### src/rtl/sync_fifo_param.sv
// rtl/sync_fifo_param.sv - single-clock parameterised FIFO with registered flags and optional FWFT read port
module sync_fifo_param #(
    parameter int WIDTH    = 8,
    parameter int DEPTH    = 256,
    parameter int AF_LEVEL = DEPTH - 4,
    parameter int AE_LEVEL = 4,
    parameter int FWFT     = 0,
    localparam int AW      = $clog2(DEPTH)
) (
    input  logic             clk,
    input  logic             rst_,
    input  logic             wen,
    input  logic             ren,
    input  logic             clr_err,
    input  logic [WIDTH-1:0] din,
    output logic [WIDTH-1:0] dout,
    output logic             full,
    output logic             empty,
    output logic             almost_full,
    output logic             almost_empty,
    output logic [AW:0]      count,
    output logic             overflow,
    output logic             underflow
);

    localparam logic [AW:0] DEPTH_W = (AW+1)'(DEPTH);
    localparam logic [AW:0] AF_W    = (AW+1)'(AF_LEVEL);
    localparam logic [AW:0] AE_W    = (AW+1)'(AE_LEVEL);
    localparam logic [AW:0] ONE_W   = (AW+1)'(1);

    logic [WIDTH-1:0] mem [DEPTH];
    logic [AW:0]      wptr;
    logic [AW:0]      rptr;
    logic [AW:0]      cnt_nxt;
    logic             wr_ok;
    logic             rd_ok;

    // Acceptance looks only at the registered flags, so a full FIFO can never
    // take a write even if a read frees a slot on the same edge.
    assign wr_ok = wen & ~full;
    assign rd_ok = ren & ~empty;

    always_comb begin
        cnt_nxt = count;
        if (wr_ok && !rd_ok) begin
            cnt_nxt = count + ONE_W;
        end else if (rd_ok && !wr_ok) begin
            cnt_nxt = count - ONE_W;
        end
    end

    always_ff @(posedge clk or negedge rst_) begin
        if (!rst_) begin
            wptr         <= '0;
            rptr         <= '0;
            count        <= '0;
            full         <= 1'b0;
            empty        <= 1'b1;
            almost_full  <= 1'b0;
            almost_empty <= 1'b1;
            overflow     <= 1'b0;
            underflow    <= 1'b0;
        end else begin
            if (wr_ok) begin
                wptr <= wptr + ONE_W;
            end
            if (rd_ok) begin
                rptr <= rptr + ONE_W;
            end
            count        <= cnt_nxt;
            full         <= (cnt_nxt == DEPTH_W);
            empty        <= (cnt_nxt == '0);
            almost_full  <= (cnt_nxt >= AF_W);
            almost_empty <= (cnt_nxt <= AE_W);
            overflow     <= (overflow  & ~clr_err) | (wen & full);
            underflow    <= (underflow & ~clr_err) | (ren & empty);
        end
    end

    // Storage is deliberately left out of reset; stale words are unreachable
    // because the pointers restart together.
    always_ff @(posedge clk) begin
        if (wr_ok) begin
            mem[wptr[AW-1:0]] <= din;
        end
    end

    generate
        if (FWFT != 0) begin : g_fwft
            assign dout = empty ? '0 : mem[rptr[AW-1:0]];
        end else begin : g_std
            logic [WIDTH-1:0] dout_q;

            always_ff @(posedge clk or negedge rst_) begin
                if (!rst_) begin
                    dout_q <= '0;
                end else if (rd_ok) begin
                    dout_q <= mem[rptr[AW-1:0]];
                end
            end

            assign dout = dout_q;
        end
    endgenerate

endmodule

### config.mk
export PLATFORM = sky130hd
export DESIGN_NAME = sync_fifo_param
export DESIGN_NICKNAME = d
export VERILOG_FILES = /design/src/rtl/sync_fifo_param.sv
export SDC_FILE = /design/constraint.sdc
export NUM_CORES = 2
export LEC_CHECK = 0
export ABC_CLOCK_PERIOD_IN_PS = 4180
export CORE_ASPECT_RATIO = 1.5
export CORE_UTILIZATION = 33
export CTS_CLUSTER_SIZE = 16
export DETAILED_ROUTE_END_ITERATION = 8
export SLEW_MARGIN = 20
export SYNTH_ARGS = -nofsm -noshare
export SYNTH_HDL_FRONTEND = slang
export SYNTH_SLANG_ARGS = --single-unit
### constraint.sdc
create_clock -name clk -period 4.18 [get_ports clk]
set_input_delay 0.418 -clock clk [delete_from_list [all_inputs] [get_ports clk]]
set_output_delay 0.418 -clock clk [all_outputs]
set_load 0.03 [all_outputs]
==> results by group <==
Status
  – Status: complete, no violations

Clock network
  – CTS tree: yes
  – Total number of H-tree levels: 4
  – Worst-path clk slew: 0.07 ns
  – Clk buf depth: 4
  – Worst-Skew Late Latency: 0.88 ns
  – Clk sinks: 2087
  – Post-CTS sizing: 0
  – Total CTS buffers: 190
  – Root Buffer: clkbuf_16

Global route
  – First-pass GRT wire length: 326.2 mm
  – Antenna violations before repair: 11
  – Largest net degree at the start of global routing: 149
  – Vias in the first global route: 42907
  – GRT overflow: 0
  – Overall Global Routing Usage: 18.20%

Floorplanning
  – Cell Rows: 223
  – Initial Utilization: 33.24%
  – Die area: 249900 sq um
  – Die Ht: 611.8 microns
  – Core ar.: 246100 sq um
  – Num ports: 36
  – Die width: 408.5 microns

Synthesis
  – Synth Register Bits: 2087
  – Post-Syn Area: 81800 sq um
  – Register area share after synthesis: 76.38%
  – Post-Syn Instances: 4017
  – Top cells by area in the synthesized netlist: edfxtp_1 75%, mux4_2 11%, mux2i_1 3.3%
  – Leading area contributor after synthesis: edfxtp_1
  – Ys async rst share: 1.869%
  – Mapped Nets: 4037
  – Yosys top cell area share: 75.18%
  – Ys flop type: edfxtp_1
  – Count of cell types in the netlist: 80
  – Ys Warns: 0
  – Post-synth EDFFs: 2048
  – Avg Cell Area, Syn: 20.36 sq um

Power
  – Cell Pwr Density: 641.7 nW/um^2
  – Lkg Pwr: 29.60 nW
  – VDD IR-drop max: 0.0004236 V

Worst setup path
  – Crit-path cells: buf_12 > buf_12 > buf_4 > mux4_2 > a22oi_1 > a21oi_1 > or4_1 > a32oi_1 > o21ai_1
  – R2R Path End: dout[3]
  – Largest stage delay, worst path: 0.73 ns
  – Crit path top cell by count: buf_12
  – Critical path launch point: rptr[0]
  – Element type at the critical path start: flip-flop
  – FF-to-FF path depth: 9
  – CP max FO: 22
  – Critical Path RT: 4.88 ns
  – CP max-delay cell: dfrtp_4
  – WS Path Type: flip-flop to flip-flop
  – End point of the critical path: dout[3]
  – WP data arrival: 4.54 ns
  – R2R setup slack: 0.34 ns
  – R2r startpoint: rptr[0]
  – CP endpoint kind: flip-flop

Cells and area
  – Area growth syn-to-layout: 14.72%
  – Post-layout util: 38.13%
  – Nets: 4370
  – Share of layout cells above drive strength 1: 23.71%

Min path
  – Hold Crit Class: input port to flip-flop

Route
  – Post-route DRC: 0
  – Vias per cell: 5.401
  – Post-DRT Antenna Nets: 0
  – Drt wl/cell: 29.65 microns
  – DRT iter0 DRCs: 4834
  – Routed vias: 41914
  – Total wire length: 230.1 mm
  – 1st-pass router iterations: 6

Timing
  – Setup_tns: 0 ns
  – RSZ-0062 raised after global routing: false
  – Final setup viols: 0
  – Slew @ Worst Pin: 1.177 ns
  – Worst slew margin: 19.49%
  – Tmin final: 3.840 ns
  – Period utilization: 91.87%
  – Final Max Tran Viols: 0
  – Fin Hold WS: 0.1122 ns
  – Clk_skew: 0.05209 ns
  – Maximum clock rate: 260.4 MHz
  – Final Hold Vio Count: 0

Placement
  – IO Port Bufs: 35
  – Placer Congestion: 0.8915
  – Final HPWL DP: 145.4 mm

Job
  – Max-capacitance violation count: 0
logic make-up (layout without fill, tap and decap cells):
| logic type | after synthesis | count (layout) | share of synthesized area (%) |
|---|---|---|---|
| flops | 2087 | 2087 | 76.38 |
| buf+inv | 258 | 733 | 1.966 |
| mux | 694 | 694 | 14.92 |
| xor+xnor | 19 | 19 | 0.2034 |
| fa+ha+maj | 7 | 7 | 0.1071 |
| other cells | 0 | 6 | 0 |
| simple gates | 562 | 562 | 3.029 |
| compound gates | 390 | 390 | 3.396 |
flip-flops by register name, indices dropped and copies added (netlist names):
register and count:
almost_full 1, almost_empty 1, wptr 8, overflow 1, rptr 8, dout 8, count 9, mem 2048
full 1, underflow 1, empty 1
synth_stat cells, types with 5 or more instances:
master / instances
buf_2: 56
o211ai_1: 7
a2111oi_0: 5
dfrtp_1: 37
edfxtp_1: 2048
a21oi_1: 71
or2_2: 5
nand4_1: 9
a221oi_1: 20
mux2_2: 6
o22ai_1: 43
ha_1: 7
and2_1: 9
buf_12: 7
a211o_1: 6
and3_1: 6
buf_8: 5
a22o_1: 15
o21ai_1: 5
nor4_1: 14
buf_1: 11
a211oi_1: 15
nor2b_1: 24
a221o_1: 6
nor2_1: 290
mux2i_1: 270
buf_6: 43
nor3_1: 29
nand3_1: 40
inv_1: 11
clkbuf_1: 102
xnor2_1: 18
buf_4: 20
mux4_1: 5
nand2b_1: 8
mux4_2: 413
o221ai_1: 39
nand2_1: 108
o31ai_1: 5
o21ai_0: 37
a22oi_1: 60
a31oi_1: 17
stage by stage:
step / power (mW) / instance area (sq um) / cells / worst slack (ns)
after detailed placement: 43.50 / 87900 / 7419 / 0.4187
after global placement: 43.48 / 87900 / 7419 / 0.4234
final: 60.21 / 93840 / 7760 / 0.3397
after global routing: 61.67 / 93830 / 7756 / 0.3183
after CTS: 60.43 / 93830 / 7754 / 0.3993
after floorplan: 35.56 / 81800 / 4017 / 1.746
area by class of cell:
class | instances | area, sq um
multi-input combinational | 1672 | 17790
timing repair buffer | 386 | 3501
tap | 3262 | 4081
fill | 22306 | 152300
clock buffer | 238 | 5019
inverter | 13 | 52.55
clock inverter | 96 | 892.1
sequential | 2087 | 62490
antenna | 6 | 15.01
report_power, final:
part	internal (mW)	switching [mW]
clock	9.49	7.63
combinational	7.41	11.7
sequential	23.3	0.626
total	40.2	20.0
metal layers:
metal	vias to the layer above	routed length, microns	GRT usage, %
met3	491	13940	2.068
met1	22406	83350	21.54
li1	17262	-	-
met5	-	0	0
met4	0	14470	10.76
met2	1755	118300	31.86
worst min path at each step:
stage,cells after the start,start,slack [ns],end
2_1_floorplan,0,rst_,0.12,almost_full
3_3_place_gp,1,wptr[5],0.51,wptr[5]
3_5_place_dp,2,underflow,0.53,underflow
4_1_cts,1,din[0],0.1,mem[170][0]
5_1_grt,1,din[0],0.12,mem[170][0]
6_report,1,din[0],0.11,mem[232][0]
critical path, delay by kind of cell (launching register included):
kind | cells | cell delay, ns
AO/OA/AOI/OAI | 4 | 1.03
flip-flops | 1 | 0.73
buffers and inverters | 3 | 0.71
AND/OR/NAND/NOR | 1 | 0.67
multiplexers | 1 | 0.50
cells in the final DEF, fill, tap and decap left out, drive strengths merged, types with 6 or more instances in the layout:
| cell | instances |
|---|---|
| inv | 19 |
| diode | 6 |
| a31oi | 17 |
| clkdlybuf4s50 | 26 |
| nand4 | 9 |
| clkbuf | 246 |
| a211oi | 15 |
| o311ai | 8 |
| a2111oi | 7 |
| a22oi | 61 |
| a21oi | 71 |
| mux4 | 418 |
| buf | 351 |
| a22o | 15 |
| o22ai | 43 |
| nand2 | 108 |
| nor4 | 15 |
| nor2b | 24 |
| nand2b | 8 |
| dfrtp | 37 |
| o211ai | 8 |
| a221oi | 23 |
| a211o | 6 |
| edfxtp | 2048 |
| and2 | 9 |
| mux2 | 6 |
| nor3 | 30 |
| nor2 | 290 |
| clkinv | 65 |
| mux2i | 270 |
| clkinvlp | 9 |
| bufinv | 16 |
| xnor2 | 18 |
| ha | 7 |
| o21ai | 42 |
| and3 | 6 |
| nand3 | 40 |
| o221ai | 39 |
| a221o | 6 |
timing repair:
action	in CTS	in global routing
hold buffers	1	0
endpoints found under the hold margin	37	0
setup buffers	0	0
No activity file was read; power rests on OpenSTA's default activity.
